**config.mk**
```make
export PLATFORM = sky130hd
export DESIGN_NAME = servant_wb_loader
export DESIGN_NICKNAME = d
export VERILOG_FILES = /design/src/rtl/servant_loader_pkg.sv /design/src/rtl/servant_loader_asm.sv /design/src/rtl/servant_wb_loader.sv
export SDC_FILE = /design/constraint.sdc
export NUM_CORES = 1
export LEC_CHECK = 0
export CAP_MARGIN = 20
export CORE_MARGIN = 5
export CORE_UTILIZATION = 55
export CTS_CLUSTER_SIZE = 40
export DETAILED_ROUTE_END_ITERATION = 10
export GPL_ROUTABILITY_DRIVEN = 1
export GPL_TIMING_DRIVEN = 1
export PLACE_DENSITY = 0.86
export SKIP_CTS_REPAIR_TIMING = 1
export SLEW_MARGIN = 40
export SYNTH_ARGS = -nofsm -noshare
export SYNTH_HDL_FRONTEND = slang
export SYNTH_SLANG_ARGS = --single-unit
```
**constraint.sdc**
```tcl
create_clock -name i_wb_clk -period 3.85 [get_ports i_wb_clk]
set_input_delay 0.77 -clock i_wb_clk [delete_from_list [all_inputs] [get_ports i_wb_clk]]
set_output_delay 0.77 -clock i_wb_clk [all_outputs]
set_load 0.005 [all_outputs]
```
**src/rtl/servant_loader_pkg.sv**
```systemverilog
// -----------------------------------------------------------------------------
// servant_loader_pkg
// Shared definitions for the servant RAM loader: FSM state encoding, Wishbone
// byte-select constants and small arithmetic helpers used by the top level.
// -----------------------------------------------------------------------------
package servant_loader_pkg;

  // Loader FSM states
  typedef enum logic [2:0] {
    ST_IDLE    = 3'd0,
    ST_COLLECT = 3'd1,
    ST_WRITE   = 3'd2,
    ST_READ    = 3'd3,
    ST_DONE    = 3'd4
  } state_e;

  // Full-word byte enables while a bus cycle is active, none otherwise
  localparam logic [3:0] SEL_ALL  = 4'hF;
  localparam logic [3:0] SEL_NONE = 4'h0;

  // Running checksum step; wraps modulo 2^32
  function automatic logic [31:0] sum_add(input logic [31:0] acc,
                                          input logic [31:0] word);
    return acc + word;
  endfunction

  // States in which a load or verify is in progress
  function automatic logic is_busy(input state_e st);
    return (st == ST_COLLECT) || (st == ST_WRITE) || (st == ST_READ);
  endfunction

endpackage

```
**src/rtl/servant_loader_asm.sv**
```systemverilog
// -----------------------------------------------------------------------------
// servant_loader_asm
// Byte-to-word assembler. Bytes arrive least significant first and are shifted
// in from the top, so after four pushes the first byte sits in bits [7:0].
//
// Ports:
//   clk_i         clock
//   rst_ni        asynchronous active-low reset
//   clr_i         synchronous clear of index, shift register and valid flag
//   push_i        accept byte_i this cycle
//   byte_i        stream byte
//   word_o        assembled word (shift register contents)
//   word_valid_o  a full word has been assembled since the last clear
//   last_o        the next push completes a word
// -----------------------------------------------------------------------------
module servant_loader_asm (
  input  logic        clk_i,
  input  logic        rst_ni,
  input  logic        clr_i,
  input  logic        push_i,
  input  logic [7:0]  byte_i,
  output logic [31:0] word_o,
  output logic        word_valid_o,
  output logic        last_o
);

  logic [1:0]  idx_q, idx_d;
  logic [31:0] sr_q,  sr_d;
  logic        vld_q, vld_d;

  // Next-state: clear wins over push; index wraps naturally after 4 bytes
  always_comb begin
    idx_d = idx_q;
    sr_d  = sr_q;
    vld_d = vld_q;
    if (clr_i) begin
      idx_d = 2'd0;
      sr_d  = 32'h0000_0000;
      vld_d = 1'b0;
    end else if (push_i) begin
      sr_d  = {byte_i, sr_q[31:8]};
      idx_d = idx_q + 2'd1;
      if (idx_q == 2'd3) begin
        vld_d = 1'b1;
      end else begin
        vld_d = vld_q;
      end
    end else begin
      idx_d = idx_q;
    end
  end

  // Assembler state registers
  always_ff @(posedge clk_i or negedge rst_ni) begin
    if (!rst_ni) begin
      idx_q <= 2'd0;
      sr_q  <= 32'h0000_0000;
      vld_q <= 1'b0;
    end else begin
      idx_q <= idx_d;
      sr_q  <= sr_d;
      vld_q <= vld_d;
    end
  end

  assign word_o       = sr_q;
  assign word_valid_o = vld_q;
  assign last_o       = (idx_q == 2'd3);

endmodule

```
**src/rtl/servant_wb_loader.sv**
```systemverilog
// -----------------------------------------------------------------------------
// servant_wb_loader
// Wishbone initiator that fills the servant RAM from a byte stream, then reads
// every written word back and checksums it. The CPU is held in reset from
// power-up until a load/verify pass reaches DONE.
//
// Ports:
//   i_wb_clk, i_wb_rst_n   clock, asynchronous active-low reset
//   i_start, i_len         start pulse (sampled in IDLE/DONE) and word count
//   i_data, i_valid,       byte stream in; a byte is taken on i_valid & o_ready
//   o_ready
//   o_wb_*, i_wb_rdt,      classic single-word Wishbone initiator
//   i_wb_ack
//   o_busy                 load or verify in progress
//   o_cpu_hold             CPU reset request, low only in DONE
//   o_done, o_match,       completion, read-back == written, read-back sum
//   o_checksum
//
// Bus timing: each WRITE/READ word spends one cycle with cyc low before cyc is
// raised, and cyc drops on the edge that samples ack. Consecutive cycles are
// therefore always separated by an idle clock, which keeps a level-toggling
// acknowledge (ack <= cyc & !ack) from seeing cyc straddle an ack.
// -----------------------------------------------------------------------------
module servant_wb_loader
  import servant_loader_pkg::*;
#(
  parameter int depth = 256,
  parameter int aw    = $clog2(depth)
) (
  input  logic          i_wb_clk,
  input  logic          i_wb_rst_n,
  input  logic          i_start,
  input  logic [aw-1:0] i_len,
  input  logic [7:0]    i_data,
  input  logic          i_valid,
  output logic          o_ready,
  output logic [31:2]   o_wb_adr,
  output logic [31:0]   o_wb_dat,
  output logic [3:0]    o_wb_sel,
  output logic          o_wb_we,
  output logic          o_wb_cyc,
  input  logic [31:0]   i_wb_rdt,
  input  logic          i_wb_ack,
  output logic          o_busy,
  output logic          o_cpu_hold,
  output logic          o_done,
  output logic          o_match,
  output logic [31:0]   o_checksum
);

  localparam logic [aw-1:0] CNT_ONE = {{(aw-1){1'b0}}, 1'b1};

  state_e          state_q, state_d;
  logic [aw-1:0]   len_q, len_d;
  logic [aw-1:0]   cnt_q, cnt_d;
  logic [aw-1:0]   cnt_inc_s;
  logic [31:0]     wsum_q, wsum_d;
  logic [31:0]     rsum_q, rsum_d;

  logic            ready_q, ready_d;
  logic            cyc_q, cyc_d;
  logic            we_q, we_d;
  logic [3:0]      sel_q, sel_d;
  logic [31:2]     adr_q, adr_d;
  logic [31:0]     dat_q, dat_d;
  logic            busy_q, busy_d;
  logic            hold_q, hold_d;
  logic            done_q, done_d;
  logic            match_q, match_d;
  logic [31:0]     checksum_q, checksum_d;

  logic            byte_take_s;
  logic            asm_clr_s;
  logic [31:0]     asm_word_s;
  logic            asm_word_valid_s;
  logic            asm_last_s;

  assign byte_take_s = i_valid & ready_q;
  assign cnt_inc_s   = cnt_q + CNT_ONE;

  servant_loader_asm u_asm (
    .clk_i        (i_wb_clk),
    .rst_ni       (i_wb_rst_n),
    .clr_i        (asm_clr_s),
    .push_i       (byte_take_s),
    .byte_i       (i_data),
    .word_o       (asm_word_s),
    .word_valid_o (asm_word_valid_s),
    .last_o       (asm_last_s)
  );

  // FSM next-state, counters, sums and next values of every registered output
  always_comb begin
    state_d   = state_q;
    len_d     = len_q;
    cnt_d     = cnt_q;
    wsum_d    = wsum_q;
    rsum_d    = rsum_q;
    cyc_d     = cyc_q;
    we_d      = we_q;
    sel_d     = sel_q;
    adr_d     = adr_q;
    dat_d     = dat_q;
    asm_clr_s = 1'b0;

    case (state_q)
      ST_IDLE, ST_DONE: begin
        if (i_start) begin
          len_d     = i_len;
          cnt_d     = '0;
          wsum_d    = 32'h0000_0000;
          rsum_d    = 32'h0000_0000;
          asm_clr_s = 1'b1;
          if (i_len == '0) begin
            state_d = ST_DONE;
          end else begin
            state_d = ST_COLLECT;
          end
        end else begin
          state_d = state_q;
        end
      end

      ST_COLLECT: begin
        if (byte_take_s && asm_last_s) begin
          state_d = ST_WRITE;
        end else begin
          state_d = ST_COLLECT;
        end
      end

      ST_WRITE: begin
        if (!cyc_q) begin
          // Entry cycle: launch the write of the freshly assembled word
          if (asm_word_valid_s) begin
            cyc_d = 1'b1;
            we_d  = 1'b1;
            sel_d = SEL_ALL;
            adr_d = {{(30-aw){1'b0}}, cnt_q};
            dat_d = asm_word_s;
          end else begin
            cyc_d = 1'b0;
          end
        end else if (i_wb_ack) begin
          cyc_d     = 1'b0;
          we_d      = 1'b0;
          sel_d     = SEL_NONE;
          wsum_d    = sum_add(wsum_q, dat_q);
          asm_clr_s = 1'b1;
          if (cnt_inc_s == len_q) begin
            cnt_d   = '0;
            state_d = ST_READ;
          end else begin
            cnt_d   = cnt_inc_s;
            state_d = ST_COLLECT;
          end
        end else begin
          cyc_d = 1'b1;
        end
      end

      ST_READ: begin
        if (!cyc_q) begin
          // Idle clock after every ack, then the next read is launched
          cyc_d = 1'b1;
          we_d  = 1'b0;
          sel_d = SEL_ALL;
          adr_d = {{(30-aw){1'b0}}, cnt_q};
        end else if (i_wb_ack) begin
          cyc_d  = 1'b0;
          sel_d  = SEL_NONE;
          rsum_d = sum_add(rsum_q, i_wb_rdt);
          cnt_d  = cnt_inc_s;
          if (cnt_inc_s == len_q) begin
            state_d = ST_DONE;
          end else begin
            state_d = ST_READ;
          end
        end else begin
          cyc_d = 1'b1;
        end
      end

      default: begin
        state_d = ST_IDLE;
        cyc_d   = 1'b0;
        we_d    = 1'b0;
        sel_d   = SEL_NONE;
      end
    endcase

    // Status outputs follow the state being entered so they are registered
    // yet aligned with the state register.
    ready_d    = (state_d == ST_COLLECT);
    busy_d     = is_busy(state_d);
    done_d     = (state_d == ST_DONE);
    hold_d     = ~done_d;
    if (done_d) begin
      checksum_d = rsum_d;
      match_d    = (rsum_d == wsum_d);
    end else begin
      checksum_d = 32'h0000_0000;
      match_d    = 1'b0;
    end
  end

  // State, bookkeeping and output registers; reset aborts any bus cycle at once
  always_ff @(posedge i_wb_clk or negedge i_wb_rst_n) begin
    if (!i_wb_rst_n) begin
      state_q    <= ST_IDLE;
      len_q      <= '0;
      cnt_q      <= '0;
      wsum_q     <= 32'h0000_0000;
      rsum_q     <= 32'h0000_0000;
      ready_q    <= 1'b0;
      cyc_q      <= 1'b0;
      we_q       <= 1'b0;
      sel_q      <= SEL_NONE;
      adr_q      <= '0;
      dat_q      <= 32'h0000_0000;
      busy_q     <= 1'b0;
      hold_q     <= 1'b1;
      done_q     <= 1'b0;
      match_q    <= 1'b0;
      checksum_q <= 32'h0000_0000;
    end else begin
      state_q    <= state_d;
      len_q      <= len_d;
      cnt_q      <= cnt_d;
      wsum_q     <= wsum_d;
      rsum_q     <= rsum_d;
      ready_q    <= ready_d;
      cyc_q      <= cyc_d;
      we_q       <= we_d;
      sel_q      <= sel_d;
      adr_q      <= adr_d;
      dat_q      <= dat_d;
      busy_q     <= busy_d;
      hold_q     <= hold_d;
      done_q     <= done_d;
      match_q    <= match_d;
      checksum_q <= checksum_d;
    end
  end

  assign o_ready    = ready_q;
  assign o_wb_cyc   = cyc_q;
  assign o_wb_we    = we_q;
  assign o_wb_sel   = sel_q;
  assign o_wb_adr   = adr_q;
  assign o_wb_dat   = dat_q;
  assign o_busy     = busy_q;
  assign o_cpu_hold = hold_q;
  assign o_done     = done_q;
  assign o_match    = match_q;
  assign o_checksum = checksum_q;

endmodule

```
==> results.txt, run 1 <==
The flow ran to the end, and the final reports show no timing, DRC or antenna violations. Of all cell types, the one taking the most synthesized area is sky130_fd_sc_hd__dfrtp_1. The depth of the CTS H-tree came out at 4. The fraction of power spent switching nets is 0.4045. The clock skew is 12.48 ps. TritonCTS built the clock tree. The maximum clock frequency is ~270 MHz. The area used by multi-input combinational logic is 6809 µm². The total of flip-flops plus latches after synthesis came out at 198.

The floorplan die height came out at 156.7 µm. Of the post-synthesis cell area, the dominant cell type holds 0.4163. The final max-slew violation count is 0. TritonCTS created 17 clock buffers. The share of post-route cells with drive strength above 1 came out at 0.2089.

The routability congestion estimate came out at 0.9798. The detailed-route via count is between 10,000 and 15,000. The final-report hold violation count is 0. The required time of the worst setup path is 4200 ps.

The number of antenna diodes in the final layout is 0. The detailed-route wire length is 35,130 µm. The maximum buffer depth of the clock tree came out at 2. The number of placed instances with taps included is ~1,800. The number of nets with antenna violations after detailed routing is 0. For this run the aggregate overflow at the end of global routing stands at 0. The global-route usage over all layers is 0.2772.

The final setup violation count is 0. The floorplan die width came out at around 160 µm. The worst setup path is of the primary input to flip-flop kind.

After detailed routing, the average wire length per cell comes to roughly 19 µm. The sum of internal, switching and leakage power is 10.58 mW. The tightest hold margin came out at 344.2 ps. Clock-pin slew was measured on the worst setup and hold paths at 70 ps. Yosys attributes the largest share of cell area to sky130_fd_sc_hd__dfrtp_1, sky130_fd_sc_hd__ha_1, sky130_fd_sc_hd__nand2_1, sky130_fd_sc_hd__a21oi_1, sky130_fd_sc_hd__mux2_2. The reported max-cap violation count is 0. Of the total power, the clock network draws 0.179. The total of buffers placed on input and output ports came out at 135. The number of fill cells in the layout is about 1,400. Before CTS, the worst setup slack after placement is -734.1 ps. The type of destination of the critical path is a flip-flop. The critical path arrival came out at between 4000 and 5000 ps. Compared with the post-synthesis result, the final layout area differs by 30.77%. The cell row count is 53. In this run the worst hold path is classified as primary input to asynchronous set/reset pin.

After the first detailed-routing iteration, the DRC count stood at ~900. In the routed design, unresolved DRC markers number 0. The cell count after synthesis is 1,277. Yosys mapped the design onto 84 distinct sky130hd cell types. The leakage power total is 7.286 nW. The first-pass GRT wire length is 54,700 µm. The areal power density over the cells came out at 683.1 nW/µm².

The insertion delay to the later sink of the worst-skew pair came out at 450 ps. The ratio of final minimum period to clock period is 0.9738. Once layout is complete, the utilization of the core stands at 0.7344.

The smallest setup slack after layout came out at roughly 100 ps. The smallest clock period supported by the final layout is computed as 3749 ps. For this design the total switching power over the nets is 4.279 mW. The full die area is about 25,000 µm². The maximum ir drop on the vdd rail came out at between 0.0003 and 0.0004 V.

Clock tree synthesis selected as its root buffer the cell sky130_fd_sc_hd__clkbuf_16. The placed wire-length estimate after detailed placement is between 20,000 and 30,000 µm. The finished layout holds 1,821 standard cells, fillers aside. The fraction of power consumed by combinational cells came out at 0.522.

The transition time at the pin with the least slew margin came out at 724.5 ps. The cell area that synthesis handed to floorplanning was 11,840 µm². The largest fanout on the critical path came out at 3. The via count of the first global-routing pass came to 10,690. The starting density of the core is 0.5616. The total core area is 21,090 µm².

STA classifies the critical path startpoint as a primary input. For this run, the leading register cell type out of synthesis is sky130_fd_sc_hd__dfrtp_1. The share of async-settable or async-resettable flops after synthesis is 1.000. The number of antenna violations at the first check in global routing came out at 0.

The routed via count divided by cell count is 6.004. The clock sink total is 198. The mean instance size in the synthesized netlist came out at ~9 µm². The layout net count came out at between 1,500 and 2,000.

Of the synthesized area, sequential elements account for 0.4185. Headroom to the max-slew limit came out at 0.5170. The number of synthesized flops with an enable pin is 0. The pin count of the biggest net entering global routing is 97. During synthesis, Yosys emitted a total of 0 warnings. The internal power contribution came out at ~6.3 mW. The number of top-level design ports is 158. The sequential cells in the finished layout cover a total of 4956 µm². The first TritonRoute pass finished after 6 iterations.

The share of total power dissipated in sequential elements is 0.299.
[critical path, stage by stage]
cell and delay, ps:
sky130_fd_sc_hd__clkdlybuf4s50_1 400, sky130_fd_sc_hd__ha_1 330, sky130_fd_sc_hd__a21oi_2 190, sky130_fd_sc_hd__o21ai_2 110
sky130_fd_sc_hd__a221oi_4 300, sky130_fd_sc_hd__o211ai_2 170, sky130_fd_sc_hd__a221oi_4 300, sky130_fd_sc_hd__mux2i_2 120
sky130_fd_sc_hd__or3_1 370, sky130_fd_sc_hd__a211o_1 300, sky130_fd_sc_hd__nor4_4 300, sky130_fd_sc_hd__nand4_1 140
sky130_fd_sc_hd__nor4b_2 290
[power groups by stage]
stage	Clock, mW	Combinational [mW]	Sequential, mW
5_1_grt	1.99	5.96	3.22
3_5_place_dp	0	4.97	3.14
3_3_place_gp	0	4.82	3.12
6_report	1.89	5.52	3.16
4_1_cts	1.91	5.03	3.12
2_1_floorplan	0	3.13	2.95
[cells by family after synthesis]
group / Yosys count / synth area share
AND/OR/NAND/NOR: 435 / 0.1794
AO/OA/AOI/OAI: 328 / 0.1794
flip-flops: 198 / 0.4185
buffers and inverters: 125 / 0.05092
XOR/XNOR: 81 / 0.05990
adder cells (fa/ha/maj): 66 / 0.07100
multiplexers: 43 / 0.04057
other: 1 / 0.0003167
[metrics by stage]
stage,instance area (µm²),setup TNS (ps)
6_report,15490,0
5_1_grt,15490,-38.31
4_1_cts,14940,-422.7
3_5_place_dp,14330,-2083
3_3_place_gp,14330,-1456
2_1_floorplan,11920,0
[synthesized netlist by cell type (all sizes together), types with 15 or more instances]
| cell type | count |
|---|---|
| o21ai | 80 |
| clkbuf | 40 |
| dfrtp | 197 |
| and3 | 15 |
| nand2 | 175 |
| nor2 | 75 |
| nand4 | 16 |
| ha | 64 |
| inv | 46 |
| xnor2 | 51 |
| xor2 | 30 |
| and2 | 21 |
| buf | 39 |
| a21oi | 111 |
| a21o | 21 |
| mux2 | 40 |
| nand3 | 42 |
[routing by layer]
| layer | track usage | part of all wire | vias up |
|---|---|---|---|
| li1 | - | - | 5023 |
| met1 | 0.3829 | 0.43 | 5331 |
| met2 | 0.4458 | 0.48 | 493 |
| met3 | 0.04535 | 0.065 | 87 |
| met4 | 0.09711 | 0.031 | 0 |
| met5 | 0 | 0 | - |
[cells in the final DEF (no fill, tap or decap), drive strengths merged, types with 10 or more instances in the layout]
cell type	instances
inv	51
and2	21
a31oi	11
o21ai	80
or3	10
dfrtp	197
nand3	42
a21o	21
clkdlybuf4s50	125
o211ai	14
clkbuf	20
nor3	14
nor2	75
xnor2	51
and3	15
mux2	40
a21oi	111
xor2	30
ha	64
buf	161
nand4	16
nand2	175
conb	22
[flip-flops by register name (all words and copies together) (netlist names), 2 cells and up]
register,flops
u_asm.word_o,32
o_wb_adr,8
len_q,8
rsum_q,32
wsum_q,32
u_asm.idx_q,2
state_q,3
o_wb_dat,32
cnt_q,8
o_checksum,32
[final cells by class]
type,count,share of cell area
well taps,275,0.02222
multi-input cells,975,0.4397
clock inverters,12,0.01075
clock buffers,20,0.02884
repair buffers,295,0.1673
flip-flops and latches,198,0.3200
inverters,46,0.01115
[worst paths after layout]
check	startpoint	endpoint	slack, ps	depth (start not counted)
min reg2reg	len_q[2]	len_q[2]	500	2
max reg2reg	o_wb_dat[8]	o_match	210	12
max	i_wb_rdt[10]	o_match	100	13
max in group asynchronous	i_wb_rst_n	rsum_q[13]	2620	2
min in group i_wb_clk	len_q[2]	len_q[2]	500	2
min	i_wb_rst_n	o_ready	340	1
Note: power is estimated with default switching activity, not from simulation.
==> run 2, diff against run 1 <==
Settings changed: SKIP_CTS_REPAIR_TIMING 1 to default.
==> run 2 against run 1 <==
Combinational power fell by 2%. Register-to-register slack better by 40 ps. First-iteration DRC count is 6.1% lower. Sequential share of layout area increased by 0.27 points. Critical path depth is 2 higher. Sequential cell count unchanged.
==> results.txt, run 2 (same netlist as run 1, synthesis figures left out) <==
The run finished with clean final reports. The first routing iteration left 868 violations. The depth of the CTS H-tree is 4.

The leakage power total is about 7.3 nW. In this run the tool buffered the top-level ports with 135 buffer cells. The starting density of the core came out at 0.5616. The antenna diode count came out at 0. Relative to the synthesized area, the layout overhead comes to 29.69%. The number of top-level design ports came out at 158. The cell row count is 53. The min-delay analysis places its worst path in the category primary input to asynchronous set/reset pin. In this run the worst path has a maximum fanout of 2. The transition time at the pin with the least slew margin came out at approximately 700 ps.

The CTS clock-pin slew for the worst setup and hold paths is ~70 ps. The clock sink total is 198. For the worst-skew pair, the clock arrives at the later sink with an insertion delay of approximately 440 ps. The maximum ir drop on the vdd rail is 0.0003486 V. The first-pass GRT wire length is between 50,000 and 60,000 µm. Setup violations remaining at the end of the flow were counted as 0. The post-detailed-route DRC marker count is 0. The placed wire-length estimate after detailed placement is 25,210 µm.

The worst slew margin relative to its limit came out at 0.5210. The required time of the worst setup path is 4190 ps. Static timing analysis puts the maximum clock frequency at roughly 270 MHz. The number of antenna violations at the first check in global routing came out at 0.

The buffer cell driving the clock tree root is sky130_fd_sc_hd__clkbuf_16. In this run the deepest clock path goes through 2 buffers. The number of buffers created by CTS is 17.

The detailed-route wire length is between 30,000 and 40,000 µm. The worst setup path is captured at a flip-flop. Leaving out fill and tap cells, the most frequent cell in the layout is sky130_fd_sc_hd__dfrtp_1. After detailed routing, the number of vias per cell comes to 5.975. The total area inside the core boundary comes to 21,090 µm². Dividing the final minimum period by the clock period gives 0.9682.

The final total negative setup slack is 0 ps. In the layout the commonest cells are sky130_fd_sc_hd__dfrtp_1, sky130_fd_sc_hd__nand2_1, sky130_fd_sc_hd__buf_4, sky130_fd_sc_hd__clkdlybuf4s50_1, sky130_fd_sc_hd__a21oi_1. For the finished layout, the period the worst path requires is between 3000 and 4000 ps. The number of fill cells in the layout came out at 1,464.

In the global route stage, overall resource usage came out at 0.2793. The clock skew is around 12 ps. The full die area is 24,570 µm². The final-report hold violation count is 0.

TritonCTS built the clock tree. The setup path with the least slack is of type primary input to flip-flop. Of the cells placed in the final design, the portion with a size suffix greater than 1 is 0.1982. The layout net count came out at roughly 1,700.

The sort of element at the start of the critical path is a primary input. The smallest setup slack after layout came out at 122.4 ps. In the final layout, the multi-input gates occupy 6685 µm². The reported max-cap violation count came out at 0.

The routability congestion estimate came out at 0.9798. The detailed-route via count came out at 10,900. The pre-CTS setup slack came out at -734.1 ps. The total global routing overflow came out at 0.

The final max-slew violation count came to 0. The first-pass iteration count of the detailed router is 5. The detailed-route wire length per cell is 18.94 µm.

The pin count of the biggest net entering global routing is 97. The via count of the first global-routing pass is roughly 11,000. The die is 156.7 µm tall. Registers take 4956 µm².

For this design the ratio of total power to cell area is between 600 and 700 nW/µm². For the worst setup path, the data arrival time is 4070 ps. The number of nets with antenna violations after detailed routing is 0. The floorplan die width came out at 156.7 µm.
run 2: per-layer routing:
metal  GRT usage  wire [µm]  up-vias  share of wire
met2      0.4475      16270      510           0.47
met4      0.1050       1163        0          0.034
met3     0.04618       2676      103          0.077
met1      0.3838      14440     5252           0.42
li1            -          -     5034              -
met5           0          0        -              0
run 2: critical path, cell delays in order:
cell and delay, ps:
sky130_fd_sc_hd__clkdlybuf4s50_1 430, sky130_fd_sc_hd__ha_1 310, sky130_fd_sc_hd__and4_4 220, sky130_fd_sc_hd__nand4_1 210, sky130_fd_sc_hd__a2111oi_4 340, sky130_fd_sc_hd__a221oi_2 100, sky130_fd_sc_hd__a2111oi_2 400, sky130_fd_sc_hd__buf_4 180
sky130_fd_sc_hd__nor4_1 40, sky130_fd_sc_hd__o31ai_1 260, sky130_fd_sc_hd__buf_4 170, sky130_fd_sc_hd__xor2_1 60, sky130_fd_sc_hd__nor3_1 190, sky130_fd_sc_hd__nand3_1 110, sky130_fd_sc_hd__nor4b_2 280
run 2: timing repair:
action	4_1_cts	5_1_grt
endpoints found under the hold margin	0	0
hold buffers	0	0
setup endpoints to repair	1	2
setup buffers	3	9
pin swaps	20	29
resized for setup	25	45
run 2: through the flow:
stage                     cells    util  hold slack [ps]  instance area, µm²  power (mW)
after floorplan            1298       -            465.2               11920       6.076
final                      1824  0.7283            348.0               15360       10.45
after global routing       1824  0.7283            419.1               15360       11.09
after CTS                  1815  0.7138            433.4               15050       10.14
after detailed placement   1780  0.6795            489.0               14330       8.107
after global placement     1780  0.6794            480.6               14330       7.940
run 2: final timing paths:
check                                  start    endpoint  slack (ps)  depth (start not counted)
max in group asynchronous         i_wb_rst_n  rsum_q[13]        2620                          2
min in group i_wb_clk               len_q[2]    len_q[2]         500                          2
worst min-delay path              i_wb_rst_n     o_ready         350                          1
worst min register to register      len_q[2]    len_q[2]         500                          2
worst max register to register  o_wb_dat[10]     o_match         250                         13
worst max-delay path            i_wb_rdt[15]     o_match         120                         15
run 2: area by class of cell:
type                            instances  share of cell area
Clock buffer                           20             0.02908
Inverter                               46             0.01124
Tap cell                              275             0.02240
Timing Repair Buffer                  298              0.1685
Sequential cell                       198              0.3227
Multi-Input combinational cell        975              0.4353
Clock inverter                         12             0.01084
run 2: report_power, final:
group	internal, mW	leakage [nW]	switching (mW)
clock network	1.06	0.298	0.831
registers	2.63	2.68	0.514
logic	2.57	4.28	2.85
